## config.mk

```make
export PLATFORM = sky130hd
export DESIGN_NAME = semaforo_temporizado
export DESIGN_NICKNAME = d
export VERILOG_FILES = /design/src/rtl/semaforo_temporizado.sv
export SDC_FILE = /design/constraint.sdc
export NUM_CORES = 1
export LEC_CHECK = 0
export ABC_AREA = 0
export CAP_MARGIN = 20
export CORE_AREA = 2 2 44 46
export CTS_BUF_LIST = sky130_fd_sc_hd__clkbuf_4
export CTS_CLUSTER_SIZE = 30
export DETAILED_ROUTE_END_ITERATION = 7
export DIE_AREA = 0 0 46 48
export PLACE_DENSITY = 0.82
export SLEW_MARGIN = 20
export SYNTH_ARGS = -nofsm -noshare
export SYNTH_HDL_FRONTEND = slang
export SYNTH_SLANG_ARGS = --single-unit
```

## constraint.sdc

```tcl
create_clock -name clk -period 3.77 [get_ports clk]
set_input_delay 0.377 -clock clk [delete_from_list [all_inputs] [get_ports clk]]
set_output_delay 0.377 -clock clk [all_outputs]
set_load 0.05 [all_outputs]
```

## src/rtl/semaforo_temporizado.sv

```systemverilog
// -----------------------------------------------------------------------------
// semaforo_temporizado
//
// Timed two-way traffic-light controller.  A Moore FSM alternates green
// between north-south (NS) and east-west (LO).  Each green holds for at least
// T_VERDE_MIN tick-enabled cycles.  It then waits for a green request from the
// other direction.  Amber lasts exactly T_AMARELO tick-enabled cycles.
//
// Optional feature (macro VERMELHO_TOTAL_EN):
//   When the macro is defined, an all-red clearance phase of T_VERMELHO
//   tick-enabled cycles is inserted after each amber.  When it is undefined,
//   amber hands over directly to the opposite green.
//
// Parameters:
//   T_VERDE_MIN  minimum green duration, 1..255
//   T_AMARELO    amber duration, 1..255
//   T_VERMELHO   all-red duration, 1..255 (only used with VERMELHO_TOTAL_EN)
//
// Ports:
//   clk          single clock, rising-edge
//   rst          asynchronous active-high reset (forces LO_VERDE)
//   tick         time-base enable; the phase timer only advances when tick=1
//   n_s          north-south green request (sampled, not latched)
//   l_o          east-west green request (sampled, not latched)
//   ns_verde/ns_amarelo/ns_vermelho   north-south lamp drives (registered)
//   lo_verde/lo_amarelo/lo_vermelho   east-west lamp drives (registered)
//   estado       current state code (the state register)
// -----------------------------------------------------------------------------
module semaforo_temporizado #(
    parameter int T_VERDE_MIN = 8,
    parameter int T_AMARELO   = 3,
    parameter int T_VERMELHO  = 2
) (
    input  logic       clk,
    input  logic       rst,
    input  logic       tick,
    input  logic       n_s,
    input  logic       l_o,
    output logic       ns_verde,
    output logic       ns_amarelo,
    output logic       ns_vermelho,
    output logic       lo_verde,
    output logic       lo_amarelo,
    output logic       lo_vermelho,
    output logic [2:0] estado
);

    typedef enum logic [2:0] {
        NS_VERDE   = 3'd0,
        NS_AMARELO = 3'd1,
        VERM_A     = 3'd2,
        LO_VERDE   = 3'd3,
        LO_AMARELO = 3'd4,
        VERM_B     = 3'd5
    } estado_t;

    // Terminal timer values.  The timer counts from 0, so a phase of N
    // tick-enabled cycles ends on the edge where the timer reads N-1.
    localparam logic [7:0] VERDE_LIM    = 8'(T_VERDE_MIN - 1);
    localparam logic [7:0] AMARELO_LIM  = 8'(T_AMARELO - 1);
    localparam logic [7:0] VERMELHO_LIM = 8'(T_VERMELHO - 1);
    localparam logic [7:0] TIMER_MAX    = 8'd255;

    // Lamp vector order: {ns_verde, ns_amarelo, ns_vermelho,
    //                     lo_verde, lo_amarelo, lo_vermelho}
    localparam logic [5:0] LAMPS_NS_VERDE   = 6'b100_001;
    localparam logic [5:0] LAMPS_NS_AMARELO = 6'b010_001;
    localparam logic [5:0] LAMPS_LO_VERDE   = 6'b001_100;
    localparam logic [5:0] LAMPS_LO_AMARELO = 6'b001_010;
    localparam logic [5:0] LAMPS_TODOS_VERM = 6'b001_001;

    estado_t     state_r;
    estado_t     state_next_s;
    logic [7:0]  timer_r;
    logic [7:0]  timer_next_s;
    logic [5:0]  lamps_r;
    logic [5:0]  lamps_next_s;
    logic        timer_fim_verde_s;
    logic        timer_fim_amarelo_s;
    logic        timer_fim_vermelho_s;

    // Lamp decode for one state.  Unused codes (6, 7) show the reset
    // pattern so each direction always has exactly one lamp lit.
    function automatic logic [5:0] decode_lamps(input estado_t st);
        logic [5:0] lamps;
        case (st)
            NS_VERDE:   lamps = LAMPS_NS_VERDE;
            NS_AMARELO: lamps = LAMPS_NS_AMARELO;
            VERM_A:     lamps = LAMPS_TODOS_VERM;
            LO_VERDE:   lamps = LAMPS_LO_VERDE;
            LO_AMARELO: lamps = LAMPS_LO_AMARELO;
            VERM_B:     lamps = LAMPS_TODOS_VERM;
            default:    lamps = LAMPS_LO_VERDE;
        endcase
        return lamps;
    endfunction

    // Phase-end qualifiers shared by the next-state logic.
    always_comb begin
        timer_fim_verde_s    = tick && (timer_r >= VERDE_LIM);
        timer_fim_amarelo_s  = tick && (timer_r == AMARELO_LIM);
        timer_fim_vermelho_s = tick && (timer_r == VERMELHO_LIM);
    end

    // Next-state logic.  Requests are only looked at on the decision edge
    // of a green phase; amber and all-red run to completion regardless.
    always_comb begin
        state_next_s = state_r;
        case (state_r)
            NS_VERDE: begin
                if (timer_fim_verde_s && l_o) begin
                    state_next_s = NS_AMARELO;
                end else begin
                    state_next_s = NS_VERDE;
                end
            end
            NS_AMARELO: begin
                if (timer_fim_amarelo_s) begin
`ifdef VERMELHO_TOTAL_EN
                    state_next_s = VERM_A;
`else
                    state_next_s = LO_VERDE;
`endif
                end else begin
                    state_next_s = NS_AMARELO;
                end
            end
            LO_VERDE: begin
                if (timer_fim_verde_s && n_s) begin
                    state_next_s = LO_AMARELO;
                end else begin
                    state_next_s = LO_VERDE;
                end
            end
            LO_AMARELO: begin
                if (timer_fim_amarelo_s) begin
`ifdef VERMELHO_TOTAL_EN
                    state_next_s = VERM_B;
`else
                    state_next_s = NS_VERDE;
`endif
                end else begin
                    state_next_s = LO_AMARELO;
                end
            end
`ifdef VERMELHO_TOTAL_EN
            VERM_A: begin
                if (timer_fim_vermelho_s) begin
                    state_next_s = LO_VERDE;
                end else begin
                    state_next_s = VERM_A;
                end
            end
            VERM_B: begin
                if (timer_fim_vermelho_s) begin
                    state_next_s = NS_VERDE;
                end else begin
                    state_next_s = VERM_B;
                end
            end
`else
            // All-red states are unreachable in this build; recover at once.
            VERM_A: begin
                if (timer_fim_vermelho_s) begin
                    state_next_s = LO_VERDE;
                end else begin
                    state_next_s = LO_VERDE;
                end
            end
            VERM_B: begin
                state_next_s = LO_VERDE;
            end
`endif
            default: begin
                state_next_s = LO_VERDE;
            end
        endcase
    end

    // Phase timer: restarts on every state change, otherwise counts
    // tick-enabled edges and saturates so a long green never wraps.
    always_comb begin
        timer_next_s = timer_r;
        if (state_next_s != state_r) begin
            timer_next_s = 8'd0;
        end else if (tick && (timer_r != TIMER_MAX)) begin
            timer_next_s = timer_r + 8'd1;
        end else begin
            timer_next_s = timer_r;
        end
    end

    // Lamps are registered from the next state so they always agree with
    // the state register and have no path from the inputs to the pins.
    always_comb begin
        lamps_next_s = decode_lamps(state_next_s);
    end

    // State, timer and lamp registers; reset forces the LO_VERDE phase
    // immediately, without waiting for a clock edge.
    always_ff @(posedge clk or posedge rst) begin
        if (rst) begin
            state_r <= LO_VERDE;
            timer_r <= 8'd0;
            lamps_r <= LAMPS_LO_VERDE;
        end else begin
            state_r <= state_next_s;
            timer_r <= timer_next_s;
            lamps_r <= lamps_next_s;
        end
    end

    assign ns_verde    = lamps_r[5];
    assign ns_amarelo  = lamps_r[4];
    assign ns_vermelho = lamps_r[3];
    assign lo_verde    = lamps_r[2];
    assign lo_amarelo  = lamps_r[1];
    assign lo_vermelho = lamps_r[0];
    assign estado      = state_r;

endmodule

```

==> out/qor.csv <==
metric,value,unit
via count,768,
r2r setup slk,1900,ps
CTS tree,built,
Hold WC Path Type,primary input to asynchronous set/reset pin,
final setup violation count,0,
Max Freq,466,MHz
initial antenna violation count,0,
P&R area growth vs syn,17.1,%
Synthesis Warnings,0,
Synth Register Bits,17,
global-route wire length before repair,3.16,mm
Most used DFF post-synth,dfrtp_1,
share of layout cells above drive strength 1,19.6,%
CTS H-tree lvls,1,
DRC Markers,0,
Crit Path Class,register to output pin,
unrepaired setup endpoints after global routing,no,
die height,48,um
met1 track demand over resource,27.1,%
I/O Pins,14,
post-cts sizing count,0,
R2R cell count,5,
pin count of the biggest net entering global routing,18,
Initial Utilization,57.2,%
critical path's top delay family,buffers and inverters,
Post-Synthesis Cells,92,
max-slew violation count,0,
Post-synth ARST share,100,%
hold_ws,471,ps
Setup TNS,0,ps
TritonCTS buffer count,3,
MaxCap Viol Count,0,
CTS root buffer,clkbuf_4,
DP HPWL,1.38,mm
pre-CTS WS,1640,ps
CP max FO,11,
crit path DAT,1770,ps
Slew @ Worst Pin,662,ps
Tot GR Track Use,20.3,%
FILL cells,124,
critical path's largest stage delay,840,ps
clock tree buffer depth,2,
Lkg Pwr,0.479,nW
min Tclk post-route,2150,ps
Tcrit/Tclk final,57.0,%
# diodes,0,
CTS sink count,17,
GR Util met2,31.7,%
Die ar.,2210,um2
DRT iter0 DRCs,25,
Critical R2R Launch,timer_r[1],
worst skew pair latency,290,ps
Worst VDD drop,0.000407,V
WP data required,3390,ps
Final #Nets,115,
Crit path buffers/inverters,1,
dpl cell area,1100,um2
status,"finished, final reports clean",
PortBufs,13,
vias in the first global route,697,
drt via density,6.19,
"Design Area, Final",1130,um2
global route total overflow,0,
syn avg cell area,10.5,um2
CP Cell Sequence,clkdlybuf4s50_1,
grt peak-use layer,met2,
Final ANT Viol Nets,0,
most frequent cells in the layout,"dfrtp_1 (13), clkdlybuf4s50_1 (13), nand2_1 (9), a21oi_1 (8), nor2_1 (7)",
max_slew headroom,55.8,%
post-CTS setup buffers,0,
"Seq/Total Area, Yosys",44.6,%
TritonRoute pass-1 iters,4,
CP startpoint kind,register,
die width,46,um
Critical R2R Capture,timer_r[2],
final wirelength,1.90,mm
Unique masters post-synth,34,
"EDFF count, synth",0,
routability congestion estimate from global placement,0.883,
power per cell area,731,nW/um2
CP max stage cell,clkdlybuf4s50_1,
final setup margin,1620,ps
critical path capture point type,output pin,
CTS Hold Bufs,0,
# rows,15,
Total Power,0.827,mW
Syn Nets,99,
area of the core,1690,um2
GR Layer Usage met3,3.02,%
Post-Syn Area,966,um2
Final Hold Vio Count,0,
drt wl/cell,15.3,um
clk_skew,3.29,ps
Worst-path clk slew,100,ps
==> logic make-up (layout without fill, tap and decap cells) <==
group | after synthesis | count (layout) | synth area share, %
simple gates | 41 | 41 | 28.0
compound gates | 21 | 21 | 17.4
flops | 17 | 17 | 44.6
buf+inv | 7 | 22 | 3.63
fa+ha+maj | 2 | 2 | 2.59
xor+xnor | 2 | 2 | 1.81
mux | 2 | 2 | 2.07
==> state kept, by name, summed over array words and instances (netlist names) <==
register and flops:
timer_r 8, lamps_r 6, estado 3
==> where the power goes <==
part	total [mW]	internal [mW]	switching, mW
sequential	0.308	0.249	0.0583
clock	0.105	0.0484	0.0566
combinational	0.415	0.153	0.261
==> cell type report <==
type	instances	area (um2)	area share, %
timing repair buffer	13	130	11.5
tap	17	21.3	1.88
multi-input combinational	68	500	44.2
inverter	5	18.8	1.66
clock buffer	4	30.0	2.65
sequential	17	430	38.1
==> per-stage QoR <==
stage	utilization, %	instances
6_report	67.0	124
4_1_cts	67.0	124
5_1_grt	67.0	124
3_3_place_gp	65.2	120
3_5_place_dp	65.2	120
2_1_floorplan	-	92
==> routing by layer <==
metal	up-vias	wire (um)	part of all wire, %
li1	371	-	-
met1	366	857	45
met2	27	920	49
met3	4	95	5.0
met4	0	22	1.2
met5	-	0	0
==> worst max-delay path by stage <==
stage | cells after the start | from | end
after floorplan | 5 | estado[0] | timer_r[0]
final | 1 | estado[0] | estado[0]
after global routing | 1 | estado[0] | estado[0]
after global placement | 5 | tick | timer_r[0]
after detailed placement | 5 | tick | timer_r[0]
after CTS | 1 | estado[0] | estado[0]
==> cell usage after synthesis (2+ instances only) <==
master | count | share of area, %
a211o_1 | 2 | 1.8
a211oi_1 | 2 | 1.6
a21o_1 | 2 | 1.6
a21oi_1 | 8 | 4.1
dfrtp_1 | 13 | 34
dfstp_2 | 4 | 11
ha_1 | 2 | 2.6
inv_1 | 5 | 1.9
mux2i_1 | 2 | 2.1
nand2_1 | 9 | 3.5
nand3_1 | 3 | 1.6
nand4_1 | 2 | 1.3
nor2_1 | 7 | 2.7
nor2b_1 | 2 | 1.3
nor3_1 | 5 | 2.6
nor4_2 | 3 | 3.9
nor4b_2 | 2 | 3.1
o21ai_2 | 2 | 1.8
xnor2_1 | 2 | 1.8
==> worst reg2reg max path: cells and delay by family, from the launching register on <==
kind | cells | cell delay (ps)
compound gates | 2 | 610
fa+ha+maj | 1 | 270
flops | 1 | 430
simple gates | 2 | 460
No activity file was read; power rests on OpenSTA's default activity.
